`config.mk`:
```
export PLATFORM = sky130hd
export DESIGN_NAME = apb_master_arbiter
export DESIGN_NICKNAME = d
export VERILOG_FILES = /design/src/rtl/apb_master_arbiter.sv
export SDC_FILE = /design/constraint.sdc
export NUM_CORES = 1
export LEC_CHECK = 0
export BUFFER_PORTS_ARGS = -buffer_cell sky130_fd_sc_hd__buf_2
export CORE_AREA = 2 2 161 163
export DETAILED_ROUTE_END_ITERATION = 10
export DIE_AREA = 0 0 163 165
export GPL_TIMING_DRIVEN = 1
export RECOVER_POWER = 100
export SYNTH_ARGS = -nofsm -noshare
export SYNTH_HDL_FRONTEND = slang
export SYNTH_SLANG_ARGS = --single-unit
```
`constraint.sdc`:
```
create_clock -name clk -period 1.9 [get_ports clk]
set_input_delay 0.095 -clock clk [delete_from_list [all_inputs] [get_ports clk]]
set_output_delay 0.095 -clock clk [all_outputs]
set_load 0.03 [all_outputs]
```
`src/rtl/apb_master_arbiter.sv`:
```
`default_nettype none
// ============================================================================
// Module   : apb_master_arbiter
// Purpose  : Two-requester APB master. Round-robin arbitration between
//            requester 0 (CPU data port) and requester 1 (DMA/debug port),
//            4 KB-window address decode onto NUM_SLV slaves, APB SETUP/ACCESS
//            sequencing, and ready/rdata/err return to the granted requester.
// Ports    : clk, reset                  - clock, synchronous active-high reset
//            mN_transfer/write/addr/
//            wdata/strb (N=0,1)          - request side, held until mN_ready
//            mN_ready/rdata/err          - one-cycle completion to requester N
//            PADDR/PWDATA/PWRITE/PSTRB/
//            PENABLE/PSEL                - APB master outputs
//            PRDATA/PREADY               - per-slave APB returns
// Options  : APB_TIMEOUT_EN - bounds the ACCESS phase to TIMEOUT_CYC wait
//            cycles, then completes the transfer with an error.
// Revision : 1.0 - initial release
// ============================================================================
module apb_master_arbiter #(
  parameter int                ADDR_W      = 32,
  parameter int                DATA_W      = 32,
  parameter int                NUM_SLV     = 4,
  parameter logic [ADDR_W-1:0] SLV_BASE    = 32'h1000_0000,
  parameter int                TIMEOUT_CYC = 255
) (
  input  logic                      clk,
  input  logic                      reset,
  input  logic                      m0_transfer,
  input  logic                      m0_write,
  input  logic [ADDR_W-1:0]         m0_addr,
  input  logic [DATA_W-1:0]         m0_wdata,
  input  logic [DATA_W/8-1:0]       m0_strb,
  output logic                      m0_ready,
  output logic [DATA_W-1:0]         m0_rdata,
  output logic                      m0_err,
  input  logic                      m1_transfer,
  input  logic                      m1_write,
  input  logic [ADDR_W-1:0]         m1_addr,
  input  logic [DATA_W-1:0]         m1_wdata,
  input  logic [DATA_W/8-1:0]       m1_strb,
  output logic                      m1_ready,
  output logic [DATA_W-1:0]         m1_rdata,
  output logic                      m1_err,
  output logic [ADDR_W-1:0]         PADDR,
  output logic [DATA_W-1:0]         PWDATA,
  output logic                      PWRITE,
  output logic [DATA_W/8-1:0]       PSTRB,
  output logic                      PENABLE,
  output logic [NUM_SLV-1:0]        PSEL,
  input  logic [NUM_SLV*DATA_W-1:0] PRDATA,
  input  logic [NUM_SLV-1:0]        PREADY
);

  localparam int         STRB_W    = DATA_W / 8;
  localparam logic [4:0] C_NUM_SLV = NUM_SLV[4:0];

  typedef enum logic [1:0] {
    S_IDLE   = 2'd0,
    S_SETUP  = 2'd1,
    S_ACCESS = 2'd2,
    S_ERR    = 2'd3
  } state_e;

  state_e              state_q, state_d;
  logic                grant_q, grant_d;
  logic                last_grant_q, last_grant_d;
  logic [ADDR_W-1:0]   addr_q, addr_d;
  logic [DATA_W-1:0]   wdata_q, wdata_d;
  logic [STRB_W-1:0]   strb_q, strb_d;
  logic                write_q, write_d;

  // Requester selection: on a tie the requester that did not win last time
  // is picked; a lone requester always wins.
  logic                w_pick;
  logic [ADDR_W-1:0]   w_req_addr;
  logic [DATA_W-1:0]   w_req_wdata;
  logic [STRB_W-1:0]   w_req_strb;
  logic                w_req_write;
  logic                w_hit;

  assign w_pick      = m1_transfer & (~m0_transfer | ~last_grant_q);
  assign w_req_addr  = w_pick ? m1_addr  : m0_addr;
  assign w_req_wdata = w_pick ? m1_wdata : m0_wdata;
  assign w_req_strb  = w_pick ? m1_strb  : m0_strb;
  assign w_req_write = w_pick ? m1_write : m0_write;
  assign w_hit       = (w_req_addr[ADDR_W-1:16] == SLV_BASE[ADDR_W-1:16]) &&
                       ({1'b0, w_req_addr[15:12]} < C_NUM_SLV);

  // Slave-side mux driven from the latched address; only meaningful while a
  // mapped transfer is in flight, which guarantees the index is in range.
  logic [NUM_SLV-1:0]  w_sel;
  logic [DATA_W-1:0]   w_slv_rdata;
  logic                w_slv_ready;

  always_comb begin
    w_sel       = '0;
    w_slv_rdata = '0;
    w_slv_ready = 1'b0;
    for (int k = 0; k < NUM_SLV; k++) begin
      if (addr_q[15:12] == k[3:0]) begin
        w_sel[k]    = 1'b1;
        w_slv_rdata = PRDATA[k*DATA_W +: DATA_W];
        w_slv_ready = PREADY[k];
      end
    end
  end

  logic w_timeout;

`ifdef APB_TIMEOUT_EN
  localparam logic [7:0] C_TIMEOUT = TIMEOUT_CYC[7:0];
  logic [7:0] cnt_q, cnt_d;

  // Counts ACCESS cycles without PREADY; held at zero outside ACCESS so it
  // starts clean on every SETUP entry.
  always_comb begin
    cnt_d = cnt_q;
    if (state_q != S_ACCESS) begin
      cnt_d = '0;
    end else if (!w_timeout && !w_slv_ready) begin
      cnt_d = cnt_q + 8'd1;
    end
  end

  always_ff @(posedge clk) begin
    if (reset) begin
      cnt_q <= '0;
    end else begin
      cnt_q <= cnt_d;
    end
  end

  assign w_timeout = (cnt_q == C_TIMEOUT);
`else
  logic w_unused_timeout;
  assign w_unused_timeout = (TIMEOUT_CYC == 0);
  assign w_timeout        = 1'b0;
`endif

  logic              w_psel_en;
  logic              w_penable;
  logic              w_done;
  logic              w_err;
  logic [DATA_W-1:0] w_rdata;

  always_comb begin
    state_d      = state_q;
    grant_d      = grant_q;
    last_grant_d = last_grant_q;
    addr_d       = addr_q;
    wdata_d      = wdata_q;
    strb_d       = strb_q;
    write_d      = write_q;
    w_psel_en    = 1'b0;
    w_penable    = 1'b0;
    w_done       = 1'b0;
    w_err        = 1'b0;
    w_rdata      = '0;
    case (state_q)
      S_IDLE: begin
        if (m0_transfer || m1_transfer) begin
          grant_d      = w_pick;
          last_grant_d = w_pick;
          addr_d       = w_req_addr;
          wdata_d      = w_req_wdata;
          strb_d       = w_req_strb;
          write_d      = w_req_write;
          state_d      = w_hit ? S_SETUP : S_ERR;
        end
      end
      S_SETUP: begin
        w_psel_en = 1'b1;
        state_d   = S_ACCESS;
      end
      S_ACCESS: begin
        if (w_timeout) begin
          // Bus is released in the same cycle the error is reported.
          w_done  = 1'b1;
          w_err   = 1'b1;
          state_d = S_IDLE;
        end else begin
          w_psel_en = 1'b1;
          w_penable = 1'b1;
          if (w_slv_ready) begin
            w_done  = 1'b1;
            w_rdata = write_q ? '0 : w_slv_rdata;
            state_d = S_IDLE;
          end
        end
      end
      S_ERR: begin
        w_done  = 1'b1;
        w_err   = 1'b1;
        state_d = S_IDLE;
      end
      default: state_d = S_IDLE;
    endcase
  end

  always_ff @(posedge clk) begin
    if (reset) begin
      state_q      <= S_IDLE;
      grant_q      <= 1'b0;
      last_grant_q <= 1'b1;
      addr_q       <= '0;
      wdata_q      <= '0;
      strb_q       <= '0;
      write_q      <= 1'b0;
    end else begin
      state_q      <= state_d;
      grant_q      <= grant_d;
      last_grant_q <= last_grant_d;
      addr_q       <= addr_d;
      wdata_q      <= wdata_d;
      strb_q       <= strb_d;
      write_q      <= write_d;
    end
  end

  assign PADDR    = addr_q;
  assign PWDATA   = wdata_q;
  assign PWRITE   = write_q;
  assign PSTRB    = write_q ? strb_q : '0;
  assign PENABLE  = w_penable;
  assign PSEL     = w_psel_en ? w_sel : '0;

  assign m0_ready = w_done & ~grant_q;
  assign m0_err   = w_err  & ~grant_q;
  assign m0_rdata = grant_q ? '0 : w_rdata;
  assign m1_ready = w_done & grant_q;
  assign m1_err   = w_err  & grant_q;
  assign m1_rdata = grant_q ? w_rdata : '0;

endmodule
`default_nettype wire
```
==> results_dict.tcl, run 1 <==
set metrics [dict create \
    final_common_cell "buf_2" \
    path_max_fanout 32 \
    violations "setup timing" \
    ys_seq_area_share_pct 30.6 \
    fp.dieH_um 165 \
    min_path_type "in -> reg" \
    slew_headroom_pct 59.7 \
    finClkSkew_ns 0.00603 \
    grt_pass1_wl_um 29500 \
    die_area_um2 26900 \
    via_count 5635 \
    fillers 2693 \
    io_pins 416 \
    cts_tree "built" \
    maxCapViolCount 0 \
    layout_min_cycle_time_ns 2.08 \
    synthFlopType "dfxtp_1" \
    end_kind "output pin" \
    htreeDepth 3 \
    gp_congestion 0.854 \
    slew_violations 0 \
    drc_errors 0 \
    synth_enable_flop_cells 0 \
    start_kind "flip-flop" \
    final-hold-violation-count 0 \
    dpl.hpwl_um 17500 \
    grt_util_met2_pct 28.3 \
    tightest_slew_ns 0.608 \
    wirelength_um 21000 \
    rows 58 \
    start_util_pct 19.1 \
    grtUsageMet3_pct 4.32 \
    postRouteAntennaNets 0 \
    dp.cells 1277 \
    instances_no_fill 1297 \
    area_delta_synth_final_pct 65.7 \
    syn_area_um2 4780 \
    syn_inst 542 \
    avgSynthCellArea_um2 8.82 \
    crit_chain "or3b_4 -> o22ai_4 -> nand4b_2 -> buf_12 -> nor2_1 -> buf_4" \
    finalCritPeriodShare_pct 109 \
    reg2reg_from "PADDR[12]$_SDFFE_PP0P_" \
    final_nets 1241 \
    tns_ns -9.04 \
    holdWs_ns 0.0935 \
    r2r_end "state_q[1]$_SDFFE_PP0P_" \
    met1_usage_pct 14.8 \
    via_per_inst 4.34 \
    synthArstFlopShare_pct 0 \
    core-area_um2 25000 \
    ys_seq_elements 73 \
    grt_max_degree 54 \
    drive_gt1_share_pct 49.1 \
    place_area_um2 7420 \
    synth_top_area_share_pct 30.6 \
    max_stage_delay_ns 0.40 \
    criticalPathCategory "reg -> out" \
    cts_buffers 9 \
    grt-ovfl-total 0 \
    cp.required_ns 1.80 \
    ys_top_cells_by_area "dfxtp_1 31%, mux2i_1 15%, nor2_1 11%, a211oi_1 11%, mux2_2 9.0%" \
    max_freq_mhz 482 \
    slowest_stage "or3b_4" \
    setup_viol 66 \
    track_usage_pct 14.6 \
    antenna_found_initial 3 \
    yosysWarnings 0 \
    timing.final.ws_setup_ns -0.176 \
    cts.path.max_buffers 2 \
    status "complete, but fails checks" \
    endpoint "m1_rdata[13]" \
    ff2ff_setup_slack_ns 0.08 \
    ir_drop_uv 626 \
    clk_latency_ns 0.34 \
    path_clk_slew_ns 0.06 \
    power_density_nw_per_um2 1300 \
    routedWlPerCell_um 16.2 \
    dr.pass1.iters 6 \
    port_buffers 415 \
    rr_worst_depth 5 \
    grt_pass1_vias 5341 \
    ys_types 37 \
    rsz0062_at_grt "true" \
    fp.dieW_um 163 \
    drtIter0Drc 187 \
    yosys.area.top_type "dfxtp_1" \
    crit_start "PADDR[12]$_SDFFE_PP0P_" \
    busiest_layer "met2" \
    cts.sinks 73 \
    p_leak_nw 3.64 \
    layout_common_cells "283 x buf_2, 139 x nor2_1, 98 x buf_4, 70 x dfxtp_1" \
    crit_arrival_ns 1.98 \
    fin_area_um2 7920 \
    synth_nets 821 \
    cts-root-buf "clkbuf_16" \
]
## stage by stage
step | total power (W) | setup slack (ns) | utilization [%]
after floorplan | 0.00628 | -0.132 | -
after global placement | 0.00846 | 0.169 | 29.6
after detailed placement | 0.00850 | 0.114 | 29.6
after CTS | 0.0106 | -0.187 | 31.9
after global routing | 0.0110 | -0.276 | 31.6
final | 0.0103 | -0.176 | 31.6
## cell type report
class                   instances  area [µm²]  share of cell area, %
diodes                          1        2.50                 0.0316
well taps                     330         413                   5.21
clock inverters                 4        76.3                  0.964
multi-input cells             416        3100                   39.1
inverters                       3        11.3                  0.142
clock buffers                  11         253                   3.19
repair buffers                459        2590                   32.8
flip-flops and latches         73        1470                   18.5
## Yosys cell counts (6+ instances only)
master    number
nor2_1       139
dfxtp_1       73
mux2i_1       71
a211oi_1      69
mux2_2        38
nand2_1       20
o22ai_1       20
clkbuf_1      18
mux4_2        13
buf_2         12
buf_1          7
buf_4          7
buf_6          6
## cell families after synthesis
kind of cell             synth area share (%)
adder cells (fa/ha/maj)                  1.31
buffers and inverters                    5.97
flip-flops                               30.6
AO/OA/AOI/OAI                            15.4
multiplexers                             30.0
AND/OR/NAND/NOR                          16.8
## worst min-delay path by stage
stage                            start                      end  depth (start not counted)
after floorplan             m0_strb[1]   strb_q[1]$_SDFFE_PP0P_                          2
after global placement    m0_wdata[23]  PWDATA[23]$_SDFFE_PP0P_                          3
after detailed placement  m0_wdata[30]  PWDATA[30]$_SDFFE_PP0P_                          3
after CTS                 m0_wdata[23]  PWDATA[23]$_SDFFE_PP0P_                          3
after global routing      m0_wdata[17]  PWDATA[17]$_SDFFE_PP0P_                          3
final                     m0_wdata[23]  PWDATA[23]$_SDFFE_PP0P_                          3
## worst max-delay path: cells and delay by family (launching register included)
kind	cells	cell delay [ns]
AOI/OAI and AO/OA	1	0.20
buffers and inverters	2	0.37
DFF	1	0.37
and+or+nand+nor	3	0.69
## state kept, by name, indices dropped and copies added (netlist names)
name / count
PADDR: 32
PWDATA: 32
strb_q: 4
state_q: 2
PWRITE: 1
grant_q: 1
last_grant_q: 1
## report_power, final
group	switching [W]	internal [W]	total, W
Clock	0.000656	0.00122	0.00187
Combinational	0.00374	0.00226	0.00600
Sequential	0.000333	0.00209	0.00242
## what timing repair did
action                                  in CTS  in global routing
endpoints found under the setup margin      66                 67
hold buffers                                 0                  0
cloned                                       0                  0
pin swaps                                    1                  0
resized for setup                           76                  3
buffers inserted                             4                  1
## routing by layer
layer / up-vias / wire [µm]
met3: 24 / 1800
li1: 2822 / -
met4: 4 / 461
met5: - / 30
met2: 264 / 11100
met1: 2521 / 7620
(Power assumes the default switching activity.)
==> run 2: changes to the inputs <==
==> constraint.sdc (replaced) <==
create_clock -name clk -period 1.9 [get_ports clk]
set_input_delay 0.19 -clock clk [delete_from_list [all_inputs] [get_ports clk]]
set_output_delay 0.19 -clock clk [all_outputs]
set_load 0.03 [all_outputs]
==> run 2 against run 1 <==
  * The flow still finishes with violations (setup timing)
  * Register-to-register slack improved by 0.07 ns
  * Utilization increased by 3.2 points
  * Critical path depth unchanged
  * Flip-flop and latch count unchanged
  * Non-clock buffer count increased by 20
  * Largest cell class unchanged
==> results_dict.tcl, run 2 (same netlist as run 1, synthesis figures left out) <==
set metrics [dict create \
    violations "setup timing" \
    fp.dieW_um 163 \
    power_density_nw_per_um2 1270 \
    core-area_um2 25000 \
    setup_viol 66 \
    tightest_slew_ns 0.533 \
    cts_hold_buf 0 \
    clk_latency_ns 0.33 \
    area_delta_synth_final_pct 82.4 \
    grt_pass1_vias 5480 \
    layout_common_cells "291 x buf_2, 75 x nor2_1, 70 x dfxtp_1, 69 x mux2i_1, 69 x a211oi_1" \
    grt-ovfl-total 0 \
    end_kind "output pin" \
    tns_ns -18.22 \
    fillers 2585 \
    dpl.hpwl_um 17600 \
    crit_arrival_ns 2.02 \
    total_power_w 0.0111 \
    fin_area_um2 8720 \
    instances_no_fill 1316 \
    final-hold-violation-count 0 \
    gp_congestion 0.842 \
    die_area_um2 26900 \
    wirelength_um 21600 \
    antenna_found_initial 1 \
    via_count 5709 \
    layout_min_cycle_time_ns 2.21 \
    dp.cells 1299 \
    grt_max_degree 39 \
    utilization_pct 34.8 \
    routedWlPerCell_um 16.4 \
    cts_buffers 9 \
    start_util_pct 19.1 \
    rows 58 \
    port_buffers 415 \
    path_max_fanout 18 \
    drtIter0Drc 213 \
    cts-root-buf "clkbuf_16" \
    final_nets 1261 \
    finClkSkew_ns 0.00776 \
    timing.final.ws_setup_ns -0.311 \
    min_path_type "in -> reg" \
    max_freq_mhz 452 \
    slew_headroom_pct 64.5 \
    maxCapViolCount 0 \
    p_leak_nw 3.80 \
    postRouteAntennaNets 0 \
    cts_tree "built" \
    place_area_um2 8060 \
    cp.required_ns 1.71 \
    io_pins 416 \
    fp.dieH_um 165 \
    slew_violations 0 \
    criticalPathCategory "reg -> out" \
    drive_gt1_share_pct 56.6 \
    num_antenna_cells 0 \
    grt_pass1_wl_um 30300 \
    track_usage_pct 14.7 \
    final_common_cell "buf_2" \
    drc_errors 0 \
    status "complete, but fails checks" \
    rsz0062_at_grt "true" \
    ir_drop_uv 544 \
    path_clk_slew_ns 0.06 \
    htreeDepth 3 \
    finalCritPeriodShare_pct 116 \
    start_kind "flip-flop" \
    cts.sinks 73 \
    dr.pass1.iters 4 \
    via_per_inst 4.34 \
    cts.path.max_buffers 2 \
]
run 2: cell types whose count changed in the layout (fill, tap and decap cells not counted), sizes merged:
cell	before	now
clkinvlp	1	0
clkbuf	79	93
diode	1	0
clkinv	1	2
bufinv	2	3
buf	391	396
run 2: where the power goes:
group	switching, W	leakage (nW)	internal [W]	total (W)
sequential	0.000326	0.607	0.00209	0.00241
combinational	0.00422	3.02	0.00250	0.00672
clock	0.000660	0.169	0.00131	0.00197
run 2: worst paths after layout:
kind / from / end / slack [ns] / depth (start not counted)
worst max-delay path: PADDR[12]$_SDFFE_PP0P_ / m1_rdata[10] / -0.31 / 6
worst min-delay path: m0_wdata[10] / PWDATA[10]$_SDFFE_PP0P_ / 0.19 / 3
worst max register to register: state_q[0]$_SDFFE_PP0P_ / PWDATA[8]$_SDFFE_PP0P_ / 0.15 / 6
worst min register to register: strb_q[3]$_SDFFE_PP0P_ / strb_q[3]$_SDFFE_PP0P_ / 0.49 / 2
run 2: timing repair:
item	CTS	global route
buffers inserted	1	1
pin swaps	0	1
cloned	1	0
endpoints found under the setup margin	66	69
gates resized for setup	86	54
run 2: final cells by class:
| cell class | count | area (µm²) | area share, % |
|---|---|---|---|
| clock buffer | 10 | 239 | 2.74 |
| timing repair buffer | 479 | 2920 | 33.5 |
| multi-input combinational | 416 | 3560 | 40.9 |
| sequential | 73 | 1470 | 16.8 |
| clock inverter | 5 | 104 | 1.19 |
| tap | 330 | 413 | 4.74 |
| inverter | 3 | 11.3 | 0.129 |
run 2: through the flow:
stage,worst slack [ns],hold slack (ns)
after floorplan,-0.105,0.416
after global placement,-0.0876,0.481
after detailed placement,-0.113,0.489
after CTS,-0.359,0.181
after global routing,-0.401,0.201
final,-0.311,0.193
run 2: layer usage:
| metal | part of all wire, % | global-route usage (%) | up-vias | routed length (µm) |
|---|---|---|---|---|
| met5 | 0 | 0 | - | 0 |
| met4 | 1.5 | 3.62 | 0 | 325 |
| met3 | 7.1 | 3.04 | 17 | 1540 |
| met2 | 52 | 28.1 | 256 | 11300 |
| met1 | 39 | 16.6 | 2574 | 8520 |
| li1 | - | - | 2862 | - |
run 2: critical path, cell delays in order (launching register included):
cell and delay [ns]:
dfxtp_2 0.35, or3b_4 0.40, o22ai_4 0.24, nand4b_4 0.17
buf_12 0.22, nor2_2 0.14, buf_6 0.14
==> run 3: changes to the inputs <==
--- a/config.mk
+++ b/config.mk
@@ -6,11 +6,15 @@
 export NUM_CORES = 1
 export LEC_CHECK = 0
 export BUFFER_PORTS_ARGS = -buffer_cell sky130_fd_sc_hd__buf_2
+export CELL_PAD_IN_SITES_DETAIL_PLACEMENT = 0
+export CELL_PAD_IN_SITES_GLOBAL_PLACEMENT = 1
 export CORE_AREA = 2 2 161 163
 export DETAILED_ROUTE_END_ITERATION = 10
 export DIE_AREA = 0 0 163 165
 export GPL_TIMING_DRIVEN = 1
+export PLACE_DENSITY_LB_ADDON = 0.1
 export RECOVER_POWER = 100
+export REMOVE_ABC_BUFFERS = 1
 export SYNTH_ARGS = -nofsm -noshare
 export SYNTH_HDL_FRONTEND = slang
 export SYNTH_SLANG_ARGS = --single-unit
==> run 3 against run 2 <==
  * The run still ends with setup timing left
  * Largest power group unchanged
  * Count of clock-buffer cells in the layout is 1 lower
  * Total power is 7.0% lower
  * Flip-flop and latch count stayed put
  * Sequential power hardly changed
  * Maximum frequency is 2.2% lower
  * First-iteration DRC count is 13% higher
  * Clock power is 7% lower
  * Global-route usage is 2.0 points higher
  * Final area is 7.8% lower
==> results_dict.tcl, run 3 (same netlist as run 1, synthesis figures left out) <==
set metrics [dict create \
    area_delta_synth_final_pct 68.2 \
    criticalPathCategory "reg -> out" \
    grt-ovfl-total 0 \
    start_util_pct 19.1 \
    dpl.hpwl_um 19900 \
    die_area_um2 26900 \
    htreeDepth 3 \
    cp_top_family "simple AND/OR/NAND/NOR gates" \
    drtIter0Drc 241 \
    final-hold-violation-count 0 \
    endpoint "m0_rdata[21]" \
    finalCritPeriodShare_pct 119 \
    max_stage_delay_ns 0.41 \
    path_depth 6 \
    ff2ff_setup_slack_ns 0.03 \
    via_per_inst 4.32 \
    drc_errors 0 \
    finClkSkew_ns 0.00908 \
    track_usage_pct 16.7 \
    slew_headroom_pct 69.3 \
    fillers 2751 \
    layout_common_cells "299 x buf_2, 126 x nor2_1, 70 x dfxtp_1, 70 x mux2i_1" \
    cts_hold_buf 0 \
    wirelength_um 23600 \
    dr.pass1.iters 4 \
    tightest_slew_ns 0.461 \
    crit_chain "or3b_4 -> o22ai_4 -> nand4bb_1 -> buf_6 -> nor2_1 -> buf_4" \
    status "complete, but fails checks" \
    final_nets 1243 \
    fp.dieW_um 163 \
    r2r_end "PWDATA[13]$_SDFFE_PP0P_" \
    rr_worst_depth 6 \
    grt_max_degree 53 \
    port_buffers 415 \
    reg2reg_from "state_q[0]$_SDFFE_PP0P_" \
    dp_slack_ns -0.196 \
    end_kind "output pin" \
    core-area_um2 25000 \
    max_freq_mhz 442 \
    total_power_w 0.0103 \
    drive_gt1_share_pct 50.7 \
    rows 58 \
    antenna_found_initial 5 \
    crit_arrival_ns 2.07 \
    slew_violations 0 \
    timing.final.ws_setup_ns -0.362 \
    crit_start "PADDR[14]$_SDFFE_PP0P_" \
    layout_min_cycle_time_ns 2.26 \
    rsz0062_at_grt "true" \
    power_density_nw_per_um2 1280 \
    fp.dieH_um 165 \
    p_leak_nw 3.67 \
    cts_buffers 9 \
    slowest_stage "or3b_4" \
    start_kind "flip-flop" \
    gp_congestion 0.848 \
    io_pins 416 \
    cts.path.max_buffers 2 \
    maxCapViolCount 0 \
    cts_tree "built" \
    violations "setup timing" \
    grt_pass1_wl_um 33700 \
    cp_num_buf_inv 2 \
    grt_pass1_vias 5662 \
    via_count 5634 \
    cts.sinks 73 \
    min_path_type "in -> reg" \
    holdWs_ns 0.178 \
    cp.required_ns 1.71 \
    ir_drop_uv 453 \
    routedWlPerCell_um 18.1 \
    cts-root-buf "clkbuf_16" \
    path_clk_slew_ns 0.07 \
    setup_viol 66 \
    final_common_cell "buf_2" \
    postRouteAntennaNets 0 \
    clk_latency_ns 0.35 \
    path_max_fanout 29 \
]
[run 3: timing repair]
item,in CTS,in global routing
resized for setup,90,18
pin swaps,6,3
endpoints found under the hold margin,0,0
setup endpoints to repair,70,70
buffers inserted,4,3
[run 3: worst min path at each step]
stage,startpoint,endpoint,slack (ns),cells after the start
2_1_floorplan,reset,state_q[0]$_SDFFE_PP0P_,0.26,1
3_5_place_dp,PWDATA[29]$_SDFFE_PP0P_,PWDATA[29]$_SDFFE_PP0P_,0.49,2
6_report,m0_wdata[29],PWDATA[29]$_SDFFE_PP0P_,0.18,3
4_1_cts,m0_wdata[29],PWDATA[29]$_SDFFE_PP0P_,0.16,3
3_3_place_gp,PADDR[22]$_SDFFE_PP0P_,PADDR[22]$_SDFFE_PP0P_,0.48,2
5_1_grt,m0_wdata[29],PWDATA[29]$_SDFFE_PP0P_,0.18,3
[run 3: layer usage]
layer / vias to the layer above / share of wire, % / track usage (%)
li1: 2835 / - / -
met1: 2498 / 36 / 17.4
met2: 271 / 53 / 31.5
met3: 30 / 8.3 / 4.85
met4: 0 / 2.5 / 6.56
met5: - / 0 / 0
[run 3: where the power goes]
group          leakage [nW]  switching (W)  internal [W]
combinational          2.91        0.00385       0.00224
clock                 0.157       0.000777       0.00106
sequential            0.607       0.000309       0.00209
[run 3: cell type report]
| class | instances | area (µm²) | share of cell area (%) |
|---|---|---|---|
| Multi-Input combinational cell | 416 | 3170 | 39.4 |
| Antenna cell | 6 | 15.0 | 0.187 |
| Timing Repair Buffer | 461 | 2640 | 32.9 |
| Tap cell | 330 | 413 | 5.14 |
| Clock inverter | 7 | 95.1 | 1.18 |
| Clock buffer | 9 | 225 | 2.80 |
| Sequential cell | 73 | 1470 | 18.2 |
| Inverter | 3 | 11.3 | 0.140 |
[run 3: worst reg2reg max path, cell delays in order, from the launching register on]
cell	delay, ns
dfxtp_1	0.33
inv_1	0.14
ha_1	0.26
o21a_1	0.44
buf_12	0.28
nor2_1	0.10
a211oi_1	0.23
[run 3: stage by stage]
stage          TNS (ns)  std cells  utilization, %  cell area [µm²]
2_1_floorplan   -416.05        492               -             4500
3_3_place_gp     -0.703       1277            29.7             7430
3_5_place_dp      -2.00       1277            29.7             7430
4_1_cts          -21.75       1297            32.2             8070
5_1_grt          -30.92       1303            32.1             8030
6_report         -20.18       1305            32.1             8040
